`src/rtl/mm_stage_if.sv`:
```
// mm_stage_if: Send/Ack bundle around the data-memory stage.
// slave = stage view, master = upstream/downstream environment view.
interface mm_stage_if;
   logic [39:0] PACKET_IN;
   logic [15:0] WRITE_DATA;
   logic        WRITE_EN;
   logic        LOAD_FLG;
   logic        DEL;
   logic        Send_in;
   logic        Ack_out;
   logic        Send_out;
   logic        Ack_in;
   logic [39:0] PACKET_OUT;

   modport slave (
      input  PACKET_IN, WRITE_DATA, WRITE_EN,
      input  LOAD_FLG, DEL, Send_in, Ack_in,
      output Ack_out, Send_out, PACKET_OUT
   );

   modport master (
      output PACKET_IN, WRITE_DATA, WRITE_EN,
      output LOAD_FLG, DEL, Send_in, Ack_in,
      input  Ack_out, Send_out, PACKET_OUT
   );
endinterface

```
`src/rtl/mm_stage.sv`:
```
// mm_stage: data-memory stage -- store, load or exchange on AUX address.
// Ports: CP clock, MR_N async active-low reset, bus = mm_stage_if.slave.
module mm_stage #(
   parameter int ADDR_W = 8
) (
   input logic       CP,
   input logic       MR_N,
   mm_stage_if.slave bus
);

   typedef enum logic [1:0] {
      ST_IDLE = 2'd0,
      ST_LOAD = 2'd1,
      ST_OUT  = 2'd2
   } state_t;

   state_t      state;
   logic [39:0] pkt_q;
   logic [15:0] rd_q;
   logic [15:0] mem [2**ADDR_W];

   logic              in_xfer;
   logic              out_xfer;
   logic              accept;
   logic              wr_en;
   logic              rd_en;
   logic [ADDR_W-1:0] addr;

   assign bus.Ack_out = (state == ST_IDLE) |
                        ((state == ST_OUT) & bus.Ack_in);
   assign bus.Send_out   = (state == ST_OUT);
   assign bus.PACKET_OUT = pkt_q;

   assign in_xfer  = bus.Send_in & bus.Ack_out;
   assign out_xfer = bus.Send_out & bus.Ack_in;
   // DEL swallows the packet: no memory access, no forward
   assign accept   = in_xfer & ~bus.DEL;
   assign wr_en    = accept & bus.WRITE_EN;
   assign rd_en    = accept & bus.LOAD_FLG;
   assign addr     = bus.PACKET_IN[ADDR_W-1:0];

   // read-first: rd_q sees the word before a same-edge write
   always_ff @(posedge CP) begin
      if (wr_en)
         mem[addr] <= bus.WRITE_DATA;
      if (rd_en)
         rd_q <= mem[addr];
   end

   always_ff @(posedge CP or negedge MR_N) begin
      if (!MR_N) begin
         state <= ST_IDLE;
         pkt_q <= 40'h0;
      end else begin
         unique case (state)
            ST_IDLE, ST_OUT: begin
               if (accept) begin
                  pkt_q <= bus.PACKET_IN;
                  state <= bus.LOAD_FLG ? ST_LOAD : ST_OUT;
               end else if (out_xfer) begin
                  state <= ST_IDLE;
               end
            end
            ST_LOAD: begin
               pkt_q[31:16] <= rd_q;
               state        <= ST_OUT;
            end
            default: state <= ST_IDLE;
         endcase
      end
   end

endmodule

```
`src/flat_wrapper.sv`:
```
// flat-port wrapper written by rule: the top's interface ports become plain ports
module mm_stage_flat 
#(
   parameter int ADDR_W = 8
)
  (CP, MR_N, bus_PACKET_IN, bus_WRITE_DATA, bus_WRITE_EN, bus_LOAD_FLG, bus_DEL, bus_Send_in, bus_Ack_in, bus_Ack_out, bus_Send_out, bus_PACKET_OUT);
  mm_stage_if bus_i ();
  input logic CP;
  input logic MR_N;
  input wire logic [$bits(bus_i.PACKET_IN)-1:0] bus_PACKET_IN;
  input wire logic [$bits(bus_i.WRITE_DATA)-1:0] bus_WRITE_DATA;
  input wire logic [$bits(bus_i.WRITE_EN)-1:0] bus_WRITE_EN;
  input wire logic [$bits(bus_i.LOAD_FLG)-1:0] bus_LOAD_FLG;
  input wire logic [$bits(bus_i.DEL)-1:0] bus_DEL;
  input wire logic [$bits(bus_i.Send_in)-1:0] bus_Send_in;
  input wire logic [$bits(bus_i.Ack_in)-1:0] bus_Ack_in;
  output wire logic [$bits(bus_i.Ack_out)-1:0] bus_Ack_out;
  output wire logic [$bits(bus_i.Send_out)-1:0] bus_Send_out;
  output wire logic [$bits(bus_i.PACKET_OUT)-1:0] bus_PACKET_OUT;
  assign bus_i.PACKET_IN = bus_PACKET_IN;
  assign bus_i.WRITE_DATA = bus_WRITE_DATA;
  assign bus_i.WRITE_EN = bus_WRITE_EN;
  assign bus_i.LOAD_FLG = bus_LOAD_FLG;
  assign bus_i.DEL = bus_DEL;
  assign bus_i.Send_in = bus_Send_in;
  assign bus_i.Ack_in = bus_Ack_in;
  assign bus_Ack_out = bus_i.Ack_out;
  assign bus_Send_out = bus_i.Send_out;
  assign bus_PACKET_OUT = bus_i.PACKET_OUT;
  mm_stage #(.ADDR_W(ADDR_W)) u_core (.CP(CP), .MR_N(MR_N), .bus(bus_i));
endmodule
```
`config.mk`:
```
export PLATFORM = sky130hd
export DESIGN_NAME = mm_stage_flat
export DESIGN_NICKNAME = d
export VERILOG_FILES = /design/src/rtl/mm_stage_if.sv /design/src/rtl/mm_stage.sv /design/src/flat_wrapper.sv
export SDC_FILE = /design/constraint.sdc
export NUM_CORES = 2
export LEC_CHECK = 0
export BUFFER_PORTS_ARGS = -buffer_cell sky130_fd_sc_hd__buf_2
export CAP_MARGIN = 20
export CORE_UTILIZATION = 57
export CTS_CLUSTER_SIZE = 40
export DETAILED_ROUTE_END_ITERATION = 6
export HOLD_SLACK_MARGIN = 0.05
export PLACE_DENSITY = 0.72
export SYNTH_ARGS = -nofsm -noshare
export SYNTH_HDL_FRONTEND = slang
export SYNTH_SLANG_ARGS = --single-unit
export TNS_END_PERCENT = 30
```
`constraint.sdc`:
```
create_clock -name CP -period 2.7 [get_ports CP]
set_clock_uncertainty 0.2 [all_clocks]
set_input_delay 0.27 -clock CP [delete_from_list [all_inputs] [get_ports CP]]
set_output_delay 0.27 -clock CP [all_outputs]
set_load 0.02 [all_outputs]
```
==> out/qor.yml <==
run_status:
  outcome: "finished, violations left"
  violations: "negative setup slack"
final_layout:
  area_growth_syn_to_layout_pct: 19.84
  multi_input_comb_area_sq_um: 32330
  regArea_sq_um: 124500
  utilization_pct: 68.76
  nets: 8107
  fillCellCount: 15831
  layout-drive-gt1-share_pct: 35.18
critical_path:
  reg2reg_depth: 7
  critical-path-max-stage-delay_ns: 0.50
  worst_ep_required_time_ns: 3.17
  regToRegStartpoint: "u_core.mem[75][15]"
  cp.depth: 7
  arrival_ns: 3.22
  crit_top_cell: "buf_4"
  path_cells: "mux4_2, a22oi_1, buf_4, a21oi_1, o41ai_2, buf_4, nand4_1"
  endpoint: "u_core.rd_q[15]"
  path_buf_inv: 2
  crit_start: "u_core.mem[75][15]"
  reg2reg_to: "u_core.rd_q[15]"
  cpLargestDelayFamily: "compound AO/OA/AOI/OAI gates"
  cp_max_fo: 1
  crit_path_start_kind: "flip-flop"
  rrSetupSlack_ns: -0.05
  cpMaxStageDelayCell: "mux4_2"
  crit_type: "reg2reg"
  crit_path_end_kind: "flip-flop"
grt:
  grt_max_degree: 113
  grt-ovfl-total: 0
  grt_usage_pct: 30.56
  first_global_vias: 81518
  antenna_found_initial: 18
  grt_pass1_wl_microns: 599800
clock_tree:
  root_buffer: "clkbuf_16"
  htree_num_levels: 5
  cts_buffers: 403
  cts.path.max_buffers: 4
  clk_latency_ns: 0.97
  tritoncts: "yes"
  clk_pin_slew_worst_paths_ns: 0.06
  cts.sinks: 4154
synth:
  syn_nets: 6902
  netlist_instances: 6839
  synth_area_sq_um: 157100
  synth-compound-area-share_pct: 3.674
  synth.avg_cell_area_sq_um: 22.98
  synth_xor_area_share_pct: 0
  ys_warn_count: 0
  synth_top_family_by_area: "multiplexers"
  synth-seq-cells: 4154
  synthFlopType: "edfxtp_1"
  muxShareOfSynthArea_pct: 14.95
  synthAdderAreaFrac_pct: 0
  synth_edf_count: 4112
  yosysSeqAreaShare_pct: 79.25
  synthArstFlopShare_pct: 1.011
  synthSimpleGateAreaFrac_pct: 0.9125
  yosysUniqueCellTypes: 27
sta:
  fmax_mhz: 363.8
  hold_viol_final: 0
  layout_setup_ws_ns: -0.04905
  post-route-min-period_ns: 2.749
  worstMarginPinSlew_ns: 0.9624
  final-setup-viol-count: 33
  rsz0062_at_grt: "yes"
  post-route-period-util_pct: 101.8
  slew_viol_final: 0
  tns_ns: -0.4552
  slew-limit-headroom_pct: 35.84
place:
  place_congestion: 0.8859
  hpwl_microns: 254900
  portBuffers: 104
drt:
  finalWirelength_microns: 424400
  routedWlPerCell_microns: 35.46
  drt_first_pass_iters: 6
  postRouteAntennaNets: 0
  drc: 0
  viasPerCell: 6.793
  drt_iter0_markers: 12433
  num_vias: 81296
floorplan:
  dieHeight_microns: 527.1
  coreArea_sq_um: 273900
  num_rows: 192
  die_x_microns: 527.1
  die-area_sq_um: 277800
  ioPinCount: 105
  initial_core_util_pct: 57.38
power:
  power_per_cell_area_nw_per_um2: 710.9
  peakVddDrop_v: 0.0006341
  p_leak_nw: 59.53
hold_path:
  hold_class: "in2reg"
  whs_path_depth: 2
run:
  maxCapViolCount: 0
-- final cells by class --
type	count	area share, %
multi-input cells	2263	17.17
diodes	4	0.005315
flip-flops and latches	4154	66.13
clock buffers	501	5.588
repair buffers	1222	7.511
well taps	3589	2.385
clock inverters	234	1.215
-- power breakdown --
| group | internal (mW) | leakage (nW) | switching, mW | total [mW] |
|---|---|---|---|---|
| logic | 3.20 | 15.9 | 4.65 | 7.85 |
| clock network | 30.7 | 6.21 | 24.1 | 54.9 |
| registers | 71.0 | 37.4 | 0.138 | 71.1 |
| total | 105 | 59.5 | 28.9 | 134 |
-- cells by family after synthesis --
| group | count (synthesis) |
|---|---|
| AO/OA/AOI/OAI | 849 |
| buffers and inverters | 422 |
| flip-flops | 4154 |
| multiplexers | 1064 |
| AND/OR/NAND/NOR | 350 |
-- cells in the mapped netlist, types with 3 or more instances --
master / n / area [sq um]
mux2i_1: 16 / 160.2
and2_1: 4 / 25.02
nor2_1: 263 / 987.2
nand4_1: 16 / 100.1
edfxtp_1: 4112 / 123500
a21oi_1: 256 / 1281
mux4_2: 1024 / 23060
mux2_2: 24 / 270.3
a22oi_1: 512 / 3844
nand3_1: 20 / 100.1
nand2b_1: 3 / 18.77
dfrtp_1: 42 / 1051
buf_1: 35 / 131.4
o21ai_0: 16 / 80.08
clkbuf_1: 272 / 1021
o41ai_1: 64 / 560.5
buf_4: 25 / 187.7
buf_2: 71 / 355.3
nor2b_1: 9 / 56.30
buf_6: 19 / 214.0
nand2_1: 30 / 112.6
-- layer usage --
| layer | vias to the layer above | part of all wire (%) | track usage, % |
|---|---|---|---|
| li1 | 31912 | - | - |
| met1 | 42833 | 36 | 42.47 |
| met2 | 5715 | 47 | 47.16 |
| met3 | 822 | 12 | 7.346 |
| met4 | 14 | 4.5 | 12.58 |
| met5 | - | 0.017 | 0 |
-- layout by cell type, fill, tap and decap left out, drive strengths merged, types with 3 or more instances in the layout --
cell,instances
buf,1082
a22oi,512
mux4,1024
mux2i,16
mux2,24
and2,4
a21oi,256
nand3,20
clkinvlp,10
inv,11
bufinv,31
nand4,16
clkbuf,504
nand2,30
clkinv,182
dlygate4sd3,137
dfrtp,42
nor2,263
edfxtp,4112
o41ai,64
nor2b,9
o21ai,16
nand2b,3
diode,4
-- worst register-to-register path, cell delays in order, from the launching register on --
cell and delay, ns:
edfxtp_1 0.37, mux4_2 0.50, a22oi_1 0.20, buf_4 0.16, a21oi_1 0.28, o41ai_2 0.46, buf_4 0.22, nand4_1 0.09
-- registers in the layout, indices dropped and copies added, names as in the netlist --
name                   count
u_core.mem              4096
u_core.bus.PACKET_OUT     40
u_core.rd_q               16
u_core.state               2
-- per-stage QoR --
stage	instances	setup slack, ns	hold slack, ns	power [mW]	instance area [sq um]
floorplan	6839	-0.1712	-0.2256	75.76	158000
global placement	11062	-1.919	0.2492	79.56	173000
detailed placement	11067	-1.382	0.2635	79.74	173000
CTS	11941	-0.06079	0.05684	134.0	187600
global route	11964	-0.09416	0.1080	136.9	188300
finish	11967	-0.04905	0.09521	133.9	188300
-- what timing repair did --
item	CTS	global route
resized for setup	44	57
pin swaps	13	34
setup endpoints to repair	39	854
hold buffers	139	0
setup buffers	0	20
cloned	0	2
endpoints found under the hold margin	4181	0
-- how the worst min path moves through the flow --
stage / from / to / slack (ns)
floorplan: MR_N / u_core.bus.PACKET_OUT[0] / -0.23
global placement: MR_N / u_core.bus.PACKET_OUT[29] / 0.25
detailed placement: MR_N / u_core.bus.PACKET_OUT[29] / 0.26
CTS: bus_WRITE_DATA[3] / u_core.mem[83][3] / 0.06
global route: bus_WRITE_DATA[15] / u_core.mem[80][15] / 0.11
finish: bus_WRITE_DATA[3] / u_core.mem[112][3] / 0.1
(Power assumes the default switching activity.)
